<file path="config.mk">
export PLATFORM = sky130hd
export DESIGN_NAME = cic_stream_scheduler_flat
export DESIGN_NICKNAME = d
export VERILOG_FILES = /design/src/rtl/cic_sched_pkg.sv /design/src/rtl/cic_stream_scheduler_if.sv /design/src/rtl/cic_tag_fifo.sv /design/src/rtl/cic_stream_scheduler.sv /design/src/flat_wrapper.sv
export SDC_FILE = /design/constraint.sdc
export NUM_CORES = 1
export LEC_CHECK = 0
export ABC_CLOCK_PERIOD_IN_PS = 2700
export CAP_MARGIN = 30
export CORE_UTILIZATION = 32
export CTS_BUF_LIST = sky130_fd_sc_hd__clkbuf_16
export DETAILED_ROUTE_END_ITERATION = 8
export PLACE_DENSITY = 0.76
export SYNTH_ARGS = -nofsm -noshare
export SYNTH_HDL_FRONTEND = slang
export SYNTH_HIERARCHICAL = 1
export SYNTH_SLANG_ARGS = --single-unit
</file>
<file path="constraint.sdc">
create_clock -name in_clock -period 2.7 [get_ports in_clock]
set_clock_uncertainty 0.15 [all_clocks]
set_input_delay 0.675 -clock in_clock [delete_from_list [all_inputs] [get_ports in_clock]]
set_output_delay 0.675 -clock in_clock [all_outputs]
set_load 0.02 [all_outputs]
</file>
<file path="src/rtl/cic_sched_pkg.sv">
// Shared types for the CIC stream scheduler: channel identifier and FSM state.
package cic_sched_pkg;

    localparam int NCH_MAX = 16;

    typedef logic [$clog2(NCH_MAX)-1:0] chan_id_t;

    typedef enum logic {
        IDLE  = 1'b0,
        BURST = 1'b1
    } sched_state_t;

endpackage

</file>
<file path="src/rtl/cic_stream_scheduler_if.sv">
// Stream-side bundle of the scheduler: per-channel requests, decimator in/out and tagged output.
interface cic_stream_scheduler_if #(
    parameter int NCH       = 4,
    parameter int IN_WIDTH  = 16,
    parameter int OUT_WIDTH = 24
);
    localparam int CW = (NCH > 1) ? $clog2(NCH) : 1;

    logic [NCH-1:0]          req_valid;
    logic [NCH-1:0]          req_ready;
    logic [NCH*IN_WIDTH-1:0] req_data;
    logic                    cic_in_valid;
    logic                    cic_in_ready;
    logic [IN_WIDTH-1:0]     cic_in_data;
    logic                    cic_out_valid;
    logic                    cic_out_ready;
    logic [OUT_WIDTH-1:0]    cic_out_data;
    logic                    out_valid;
    logic                    out_ready;
    logic [OUT_WIDTH-1:0]    out_data;
    logic [CW-1:0]           out_chan;

    modport master (
        input  req_valid, req_data, cic_in_ready, cic_out_valid, cic_out_data, out_ready,
        output req_ready, cic_in_valid, cic_in_data, cic_out_ready, out_valid, out_data, out_chan
    );

    modport slave (
        output req_valid, req_data, cic_in_ready, cic_out_valid, cic_out_data, out_ready,
        input  req_ready, cic_in_valid, cic_in_data, cic_out_ready, out_valid, out_data, out_chan
    );

endinterface

</file>
<file path="src/rtl/cic_tag_fifo.sv">
// Small synchronous FIFO holding the channel ID of every burst still inside the decimator.
module cic_tag_fifo #(
    parameter int WIDTH = 2,
    parameter int DEPTH = 4
) (
    input  logic             in_clock,
    input  logic             in_reset_n,
    input  logic             push,
    input  logic [WIDTH-1:0] push_data,
    input  logic             pop,
    output logic [WIDTH-1:0] pop_data,
    output logic             full,
    output logic             empty
);
    localparam int AW = (DEPTH > 1) ? $clog2(DEPTH) : 1;
    localparam logic [AW:0] FULL_CNT = (AW+1)'(DEPTH);

    logic [WIDTH-1:0] mem_reg [DEPTH];
    logic [AW-1:0]    wr_ptr_reg;
    logic [AW-1:0]    rd_ptr_reg;
    logic [AW:0]      count_reg;
    logic             do_push;
    logic             do_pop;

    assign full     = (count_reg == FULL_CNT);
    assign empty    = (count_reg == '0);
    assign do_push  = push && !full;
    assign do_pop   = pop && !empty;
    assign pop_data = mem_reg[rd_ptr_reg];

    always_ff @(posedge in_clock or negedge in_reset_n) begin
        if (!in_reset_n) begin
            wr_ptr_reg <= '0;
            rd_ptr_reg <= '0;
            count_reg  <= '0;
            for (int i = 0; i < DEPTH; i++) begin
                mem_reg[i] <= '0;
            end
        end else begin
            if (do_push) begin
                mem_reg[wr_ptr_reg] <= push_data;
                wr_ptr_reg          <= wr_ptr_reg + 1'b1;
            end
            if (do_pop) begin
                rd_ptr_reg <= rd_ptr_reg + 1'b1;
            end
            case ({do_push, do_pop})
                2'b10:   count_reg <= count_reg + 1'b1;
                2'b01:   count_reg <= count_reg - 1'b1;
                default: count_reg <= count_reg;
            endcase
        end
    end

endmodule

</file>
<file path="src/rtl/cic_stream_scheduler.sv">
// Round-robin burst scheduler sharing one CIC decimator across NCH streams, tagging each output
// with the channel whose R-sample frame produced it.
module cic_stream_scheduler
    import cic_sched_pkg::*;
#(
    parameter int NCH       = 4,
    parameter int R         = 8,
    parameter int IN_WIDTH  = 16,
    parameter int OUT_WIDTH = 24,
    parameter int TAG_DEPTH = 4
) (
    input  logic                   in_clock,
    input  logic                   in_reset_n,
    input  logic                   in_enable,
    cic_stream_scheduler_if.master bus,
    output logic                   busy,
    output logic                   tag_err
);
    localparam int CW    = (NCH > 1) ? $clog2(NCH) : 1;
    localparam int CNT_W = (R > 1) ? $clog2(R) : 1;
    localparam logic [CNT_W-1:0] LAST_CNT = CNT_W'(R - 1);
    localparam logic [CW-1:0]    RR_INIT  = CW'(NCH - 1);

    sched_state_t        state_reg;
    logic [CW-1:0]       rr_reg;
    logic [CNT_W-1:0]    cnt_reg;
    logic                tag_err_reg;

    logic                tag_full;
    logic                tag_empty;
    logic                tag_push;
    logic                tag_pop;
    logic [CW-1:0]       tag_head;
    logic [CW-1:0]       winner;
    logic                any_req;
    logic                in_hs;
    logic [IN_WIDTH-1:0] chan_data [NCH];
    logic [OUT_WIDTH-1:0] out_data_w;

    // First valid channel strictly after 'last', wrapping modulo NCH.
    function automatic logic [CW-1:0] rr_pick(input logic [NCH-1:0] v, input logic [CW-1:0] last);
        logic [CW-1:0] pick;
        logic [CW-1:0] ci;
        logic          found;
        int            idx;
        pick  = last;
        found = 1'b0;
        for (int i = 1; i <= NCH; i++) begin
            idx = (int'(last) + i) % NCH;
            ci  = CW'(idx);
            if (!found && v[ci]) begin
                pick  = ci;
                found = 1'b1;
            end
        end
        return pick;
    endfunction

    assign any_req  = |bus.req_valid;
    assign winner   = rr_pick(bus.req_valid, rr_reg);
    assign tag_push = (state_reg == IDLE) && in_enable && any_req && !tag_full;
    assign busy     = (state_reg == BURST);
    assign tag_err  = tag_err_reg;

    // rr_reg doubles as the granted channel while a burst is running.
    for (genvar gi = 0; gi < NCH; gi++) begin : g_chan
        assign chan_data[gi]     = bus.req_data[gi*IN_WIDTH +: IN_WIDTH];
        assign bus.req_ready[gi] = busy && (rr_reg == CW'(gi)) && bus.cic_in_ready;
    end

    assign bus.cic_in_valid = busy && bus.req_valid[rr_reg];
    assign bus.cic_in_data  = chan_data[rr_reg];
    assign in_hs            = bus.cic_in_valid && bus.cic_in_ready;

    always_ff @(posedge in_clock or negedge in_reset_n) begin
        if (!in_reset_n) begin
            state_reg   <= IDLE;
            rr_reg      <= RR_INIT;
            cnt_reg     <= '0;
            tag_err_reg <= 1'b0;
        end else begin
            if (bus.cic_out_valid && tag_empty) begin
                tag_err_reg <= 1'b1;
            end
            case (state_reg)
                IDLE: begin
                    if (tag_push) begin
                        rr_reg    <= winner;
                        cnt_reg   <= '0;
                        state_reg <= BURST;
                    end
                end
                BURST: begin
                    if (in_hs) begin
                        cnt_reg <= cnt_reg + 1'b1;
                        if (cnt_reg == LAST_CNT) begin
                            state_reg <= IDLE;
                        end
                    end
                end
                default: state_reg <= IDLE;
            endcase
        end
    end

    // An untagged decimator sample is held (ready low) rather than dropped.
    assign out_data_w        = bus.cic_out_data;
    assign bus.out_valid     = bus.cic_out_valid && !tag_empty;
    assign bus.cic_out_ready = bus.out_ready && !tag_empty;
    assign bus.out_data      = out_data_w;
    assign bus.out_chan      = tag_empty ? '0 : tag_head;
    assign tag_pop           = bus.out_valid && bus.out_ready;

    cic_tag_fifo #(
        .WIDTH (CW),
        .DEPTH (TAG_DEPTH)
    ) u_tag_fifo (
        .in_clock   (in_clock),
        .in_reset_n (in_reset_n),
        .push       (tag_push),
        .push_data  (winner),
        .pop        (tag_pop),
        .pop_data   (tag_head),
        .full       (tag_full),
        .empty      (tag_empty)
    );

endmodule

</file>
<file path="src/flat_wrapper.sv">
// flat-port wrapper written by rule: the top's interface ports become plain ports
module cic_stream_scheduler_flat import cic_sched_pkg::*;
#(
    parameter int NCH       = 4,
    parameter int R         = 8,
    parameter int IN_WIDTH  = 16,
    parameter int OUT_WIDTH = 24,
    parameter int TAG_DEPTH = 4
)
  (in_clock, in_reset_n, in_enable, busy, tag_err, bus_req_valid, bus_req_data, bus_cic_in_ready, bus_cic_out_valid, bus_cic_out_data, bus_out_ready, bus_req_ready, bus_cic_in_valid, bus_cic_in_data, bus_cic_out_ready, bus_out_valid, bus_out_data, bus_out_chan);
  cic_stream_scheduler_if #(.NCH(NCH), .IN_WIDTH(IN_WIDTH), .OUT_WIDTH(OUT_WIDTH)) bus_i ();
  input  logic in_clock;
  input  logic in_reset_n;
  input  logic in_enable;
  output logic busy;
  output logic tag_err;
  input wire logic [$bits(bus_i.req_valid)-1:0] bus_req_valid;
  input wire logic [$bits(bus_i.req_data)-1:0] bus_req_data;
  input wire logic [$bits(bus_i.cic_in_ready)-1:0] bus_cic_in_ready;
  input wire logic [$bits(bus_i.cic_out_valid)-1:0] bus_cic_out_valid;
  input wire logic [$bits(bus_i.cic_out_data)-1:0] bus_cic_out_data;
  input wire logic [$bits(bus_i.out_ready)-1:0] bus_out_ready;
  output wire logic [$bits(bus_i.req_ready)-1:0] bus_req_ready;
  output wire logic [$bits(bus_i.cic_in_valid)-1:0] bus_cic_in_valid;
  output wire logic [$bits(bus_i.cic_in_data)-1:0] bus_cic_in_data;
  output wire logic [$bits(bus_i.cic_out_ready)-1:0] bus_cic_out_ready;
  output wire logic [$bits(bus_i.out_valid)-1:0] bus_out_valid;
  output wire logic [$bits(bus_i.out_data)-1:0] bus_out_data;
  output wire logic [$bits(bus_i.out_chan)-1:0] bus_out_chan;
  assign bus_i.req_valid = bus_req_valid;
  assign bus_i.req_data = bus_req_data;
  assign bus_i.cic_in_ready = bus_cic_in_ready;
  assign bus_i.cic_out_valid = bus_cic_out_valid;
  assign bus_i.cic_out_data = bus_cic_out_data;
  assign bus_i.out_ready = bus_out_ready;
  assign bus_req_ready = bus_i.req_ready;
  assign bus_cic_in_valid = bus_i.cic_in_valid;
  assign bus_cic_in_data = bus_i.cic_in_data;
  assign bus_cic_out_ready = bus_i.cic_out_ready;
  assign bus_out_valid = bus_i.out_valid;
  assign bus_out_data = bus_i.out_data;
  assign bus_out_chan = bus_i.out_chan;
  cic_stream_scheduler #(.NCH(NCH), .R(R), .IN_WIDTH(IN_WIDTH), .OUT_WIDTH(OUT_WIDTH), .TAG_DEPTH(TAG_DEPTH)) u_core (.in_clock(in_clock), .in_reset_n(in_reset_n), .in_enable(in_enable), .bus(bus_i), .busy(busy), .tag_err(tag_err));
endmodule
</file>
## After elaboration in Yosys (flattened, before gate mapping)

Index checks and enable logic that the tools add are counted.

- $add $sub $neg: 9
- $lt $le $gt $ge: 9
- Equality and inequality tests: 9
- Multiplexer cells: 35
- Bitwise gates (word level): 4
- Reduce and logical (&&, ||, !) cells: 34

Operators with widths:

| operator | count |
|---|---|
| 16-bit binary-select mux with 2-bit select | 1 |
| 16-bit 2-to-1 mux | 2 |
| 1-bit logical AND | 23 |
| 2-bit 2-to-1 mux | 8 |
| 2-bit by 3-bit less-than comparator with 1-bit output (second input constant) | 5 |
| 3-bit one-hot mux with 2 select lines | 2 |
| 1-bit 2-to-1 mux | 11 |
| 1-bit binary-select mux with 2-bit select | 5 |
| 3-bit >= comparator (second input constant) | 3 |
| 2-bit NOT with 3-bit output | 3 |
| 2-bit by 1-bit adder with 2-bit output (second input constant) | 4 |
| 8-bit bitwise mux | 1 |
| 3-bit by 1-bit adder with 3-bit output (second input constant) | 2 |
| 2-bit == test (second input constant) | 3 |
| 3-bit == test (second input constant) | 2 |
| 3-bit 2-to-1 mux | 2 |
| 1-bit logical NOT | 5 |
| 2-bit adder (second input constant) | 2 |
| 2-bit binary-select mux with 2-bit select | 1 |
| 2-bit demux with 2-bit select | 1 |
| 2-bit by 1-bit == test with 1-bit output (second input constant) | 2 |
| 2-bit inequality test (second input constant) | 2 |
| 2-bit AND reduction | 2 |
| 4-bit OR reduction | 1 |
| 7 further kinds | 7 |

- Flip-flop bits (word level): 22
- Input bits: 98
- Output and inout bits: 51
- Logic and storage cells: 111

## Longest topological paths before layout

- Word-level depth: 14
- Mapped depth: 11
- Gate-level depth less buffers: 11

## By module

The synthesis kept the hierarchy.

Modules (own cells, without submodules):

| module | times used | cells an instance | area each (sq um) | seq. area each (sq um) |
|---|---|---|---|---|
| cic_stream_scheduler | 1 | 116 | 1243.7 | 177.7 |
| cic_tag_fifo | 1 | 58 | 770.7 | 375.4 |

## Worst setup path after synthesis

OpenSTA, ideal clock, no wires.

- Kind: input port to flip-flop
- From: input port bus_req_valid[1]
- To: register u_core.u_tag_fifo.count_reg[2]
- Setup time: 79 ps
- Arrival: 2594 ps
- Data required time: 2471 ps
- Path slack: -123 ps
- Stages on the path: 10
- Buffers on the path: 0
- Path through: or4_1 > nand3_1 > inv_1 > nand2b_4 > ha_1 > inv_1 > fa_1 > xor2_1 > nor2_1 > xor2_1

- Cells in the longest elaborated chain, start to end: 6
- Elaborated cells between the ends (all ways): 8
- Those cells by class: eq/ne: 2; mux: 1; reduce/logical: 5

RTL lines:

| what | line | source |
|---|---|---|
| from (decl) | flat_wrapper.sv:17 | `input wire logic [$bits(bus_i.req_valid)-1:0] bus_req_valid;` |
| 4-bit OR reduction (*) | cic_stream_scheduler.sv:59 | `assign any_req = \|bus.req_valid;` |
| 1-bit logical AND (*) (2 in a row) | cic_stream_scheduler.sv:61 | `assign tag_push = (state_reg == IDLE) && in_enable && any_req && !tag_full;` |
| named net u_core.tag_push | cic_stream_scheduler.sv:31 | `logic tag_push;` |
| 1-bit logical AND (*) | cic_tag_fifo.sv:27 | `assign do_push = push && !full;` |
| 2-bit by 1-bit == test with 1-bit output / 2-bit == test (equally long branches) | cic_tag_fifo.sv:47 | `case ({do_push, do_pop})` |
| 3-bit one-hot mux with 2 select lines / 2-bit nonzero test (equally long branches) | - |  |
| to (signal assigned) | cic_tag_fifo.sv:48 | `2'b10: count_reg <= count_reg + 1'b1;` |
| to (signal assigned) | cic_tag_fifo.sv:49 | `2'b01: count_reg <= count_reg - 1'b1;` |
| to (signal assigned) | cic_tag_fifo.sv:50 | `default: count_reg <= count_reg;` |
| to (decl) | cic_tag_fifo.sv:21 | `logic [AW:0] count_reg;` |

The timed path passes the listed nets; every way through them passes the cells marked *.
A chain may end at the register's enable or synchronous reset.

## Worst setup path in the final report

- From: input port bus_req_data[52]
- To: output port bus_cic_in_data[4]

- Cells in the longest elaborated chain, start to end: 3

RTL lines:

| what | line | source |
|---|---|---|
| from (decl) | flat_wrapper.sv:18 | `input wire logic [$bits(bus_i.req_data)-1:0] bus_req_data;` |
| 16-bit binary-select mux with 2-bit select | cic_stream_scheduler.sv:72 | `assign bus.cic_in_data = chan_data[rr_reg];` |
| 16-bit 2-to-1 mux (not written as such) (2 in a row) | cic_stream_scheduler.sv:72 |  |
| to (decl) | flat_wrapper.sv:25 | `output wire logic [$bits(bus_i.cic_in_data)-1:0] bus_cic_in_data;` |

No other way between the ends. The select of a mux whose other input is x is not followed.

==> results.md <==
* Status: completed
* RSZ-0062 raised after global routing: yes
* Die Span Y at 81.3 µm
* CTS Buf Count at 3
* Crit path arrival time at 1.86 ns
* Mux share of post-synthesis cell area at 31.9%
* Fraction of layout cells with a size suffix above 1 at 34.3%
* Top-count cell post-synth: buf_4
* Overflow after GRT at 0
* CP max FO at 1
* Critical R2R Launch: u_core/rr_reg[0]$_DFFE_PN1P_
* Port Buffer Count at 100
* Top cell type by total area after synthesis: dfrtp_1
* Critical path endpoint: bus_cic_in_data[4]
* Power Density at 1030 mW/mm²
* Hold Vio Cnt, Final at 0
* R2R setup slack at 0.11 ns
* Worst Setup SP: bus_req_data[52]
* RR Endpoint: u_core/u_tag_fifo/mem_reg[7]$_DFFE_PN0P_
* Die area at 0.00662 mm²
* # IOs at 149
* Hold-fix buffers, CTS at 0
* Final instance count without filler cells at 352
* Hold Path Class: reg -> reg
* Commonest cells in the netlist: 25 x buf_4, 22 x mux4_2, 20 x dfrtp_1
* Post-layout min period at 2.68 ns
* Worst-Margin Slew at 0.322 ns
* Placed cells at 343
* Initial Utilization at 33.6%
* Compound-Gate Fraction of Synth Area at 3.66%
* P&R area growth vs syn at 59.8%
* Main combinational cell family by area after synthesis: multiplexers
* EDFF count, synth at 0
* Deepest clock path buffer count at 2
* Register area share after synthesis at 27.5%
* Initial antenna violation count at 0
* Ys Warns at 6
* # DRC at 0
* Synthesized instance count at 174
* Final worst-path cycle share at 99.4%
* GRT Total Usage at 17.9%
* Initial detailed-routing violation count at 59
* Layout net count at 388
* Library cells used by synthesis at 34
* Post-DP HPWL at 4740 µm
* Vias at 1740
* Largest net degree at the start of global routing at 23
* Simple-gate share of the synthesized area at 13.2%
* Syn Area/Cell at 11.6 µm²
* Most used DFF post-synth: dfrtp_1
* Fmax at 0.373 GHz
* Path depth of the worst reg2reg path at 8
* WS Path Type: in -> out
* Avg Vias per Cell at 4.94
* Final core utilization at 53.7%
* Vias in the first global route at 1692
* Data required, critical path at 1.88 ns
* Core Footprint at 0.00599 mm²
* Die W at 81.3 µm
* Routed WL at 5830 µm
* Area of the multi-input gates at 0.00126 mm²
* Final Setup Violations at 0
* CP peak stage delay at 0.46 ns
* Area contributors post-synth: dfrtp_1 25%, mux4_2 25%, buf_4 9.3%, ha_1 6.8%, mux2_2 5.0%
* Sequential cell area at 554 µm²
* Mean routed wirelength per cell at 16.6 µm
* Post-route ant nets at 0
* Worst-path clk slew at 0.06 ns
* FP Rows at 28
* Yosys top cell area share at 24.8%
* Worst setup SP type: primary input
* Relative slew slack at 78.4%
* Post-Synth XOR/XNOR Area at 3.48%
* Ant. Diodes at 0
* CP max-delay cell: mux4_2
* Syn nets at 284
* Leak pwr at 0.00142 µW
* Setup TNS at 0 ns
* CTS tree: yes
* Global-route wire length before repair at 8710 µm
* Max-cap violation count at 0
* Synth Area in Adders at 7.83%
* Gpl congestion at 0.765
* Max IR drop VDD at 472 µV
* Root Buffer: clkbuf_16
* Ys async rst share at 100%
* First-pass DRT Iterations at 4
* Num Clock Sinks at 22
* Synth Cell Area at 0.00201 mm²
* Number of synthesized register bits at 22
* Skew-Pair Late Insertion Delay at 0.26 ns
* Final Max Tran Viols at 0
* Worst-path cell chain: clkdlybuf4s50_1, mux4_2, clkdlybuf4s15_1
* Filler cells at 530
* Flip-flop count of the largest register after layout at 8
* H-tree depth at 1
* CP endpoint kind: output pin
worst max-delay path, delay by kind of cell:
family	cells	cell delay [ns]
buf+inv	2	0.72
mux	1	0.46
area by class of cell:
type	instances	area share, %
Multi-Input combinational cell	113	39.1
Timing Repair Buffer	128	36.3
Sequential cell	22	17.2
Tap cell	75	2.91
Clock buffer	3	2.33
Inverter	10	1.24
Clock inverter	1	0.933
metal layers:
layer / wire length [µm] / GRT usage, % / vias to the layer above / share of wire [%]
met5: 0 / 0 / - / 0
met4: 44 / 4.29 / 0 / 0.75
met3: 410 / 4.83 / 7 / 7.0
met2: 2750 / 27.7 / 73 / 47
met1: 2630 / 24.8 / 851 / 45
li1: - / - / 809 / -
power breakdown:
group	total (µW)	internal, µW	switching, µW
registers	659	499	159
logic	2240	1200	1030
clock network	421	295	126
cells in the final DEF (no fill, tap or decap), types with 2 or more instances in the layout:
cell type / netlist / routed
clkbuf_2: 0 / 5
mux4_2: 22 / 22
ha_4: 0 / 2
buf_4: 25 / 23
nor2b_1: 6 / 6
dfstp_2: 2 / 2
mux2_2: 9 / 9
nand3_1: 5 / 4
buf_6: 1 / 3
xnor2_1: 5 / 5
clkdlybuf4s50_1: 0 / 71
nor2_1: 9 / 9
dfrtp_1: 20 / 19
and2_1: 3 / 3
clkdlybuf4s15_1: 0 / 4
nand2_1: 15 / 14
mux2i_1: 2 / 2
nor3_1: 2 / 2
o21ai_0: 2 / 2
o21ai_1: 2 / 2
dlygate4sd2_1: 0 / 9
and3_1: 5 / 5
ha_1: 11 / 9
inv_1: 10 / 8
buf_2: 2 / 11
clkbuf_16: 0 / 3
xor2_1: 3 / 3
metrics by stage:
| stage | setup slack [ns] | area, µm² | hold WS, ns | power, µW |
|---|---|---|---|---|
| 2_1_floorplan | 0.0115 | 2020 | 0.229 | 2030 |
| 3_3_place_gp | -0.451 | 3090 | 0.295 | 2850 |
| 3_5_place_dp | -0.466 | 3090 | 0.313 | 2900 |
| 4_1_cts | -0.0397 | 3190 | 0.327 | 3270 |
| 5_1_grt | -0.00656 | 3220 | 0.333 | 3530 |
| 6_report | 0.0168 | 3220 | 0.314 | 3320 |
worst min-delay path by stage:
stage | startpoint | end | slack (ns) | cells past startpoint
global placement | u_core/tag_err$_DFFE_PN0P_ | u_core/tag_err$_DFFE_PN0P_ | 0.30 | 1
detailed placement | u_core/tag_err$_DFFE_PN0P_ | u_core/tag_err$_DFFE_PN0P_ | 0.31 | 1
global route | u_core/tag_err$_DFFE_PN0P_ | u_core/tag_err$_DFFE_PN0P_ | 0.33 | 1
floorplan | in_reset_n | u_core/busy$_DFF_PN0_ | 0.23 | 0
finish | u_core/tag_err$_DFFE_PN0P_ | u_core/tag_err$_DFFE_PN0P_ | 0.31 | 1
CTS | u_core/tag_err$_DFFE_PN0P_ | u_core/tag_err$_DFFE_PN0P_ | 0.33 | 1
what timing repair did:
item	CTS	global route
resized for setup	69	20
endpoints found under the setup margin	30	13
pin swaps	1	7
cloned	1	0
buffers inserted	1	3
kinds of logic (layout without fill, tap and decap cells):
family | after synthesis | after routing
xor+xnor | 8 | 8
buf+inv | 39 | 142
mux | 34 | 34
compound gates | 10 | 10
fa+ha+maj | 12 | 12
flops | 22 | 22
simple gates | 49 | 49
Note: power is estimated with default switching activity, not from simulation.
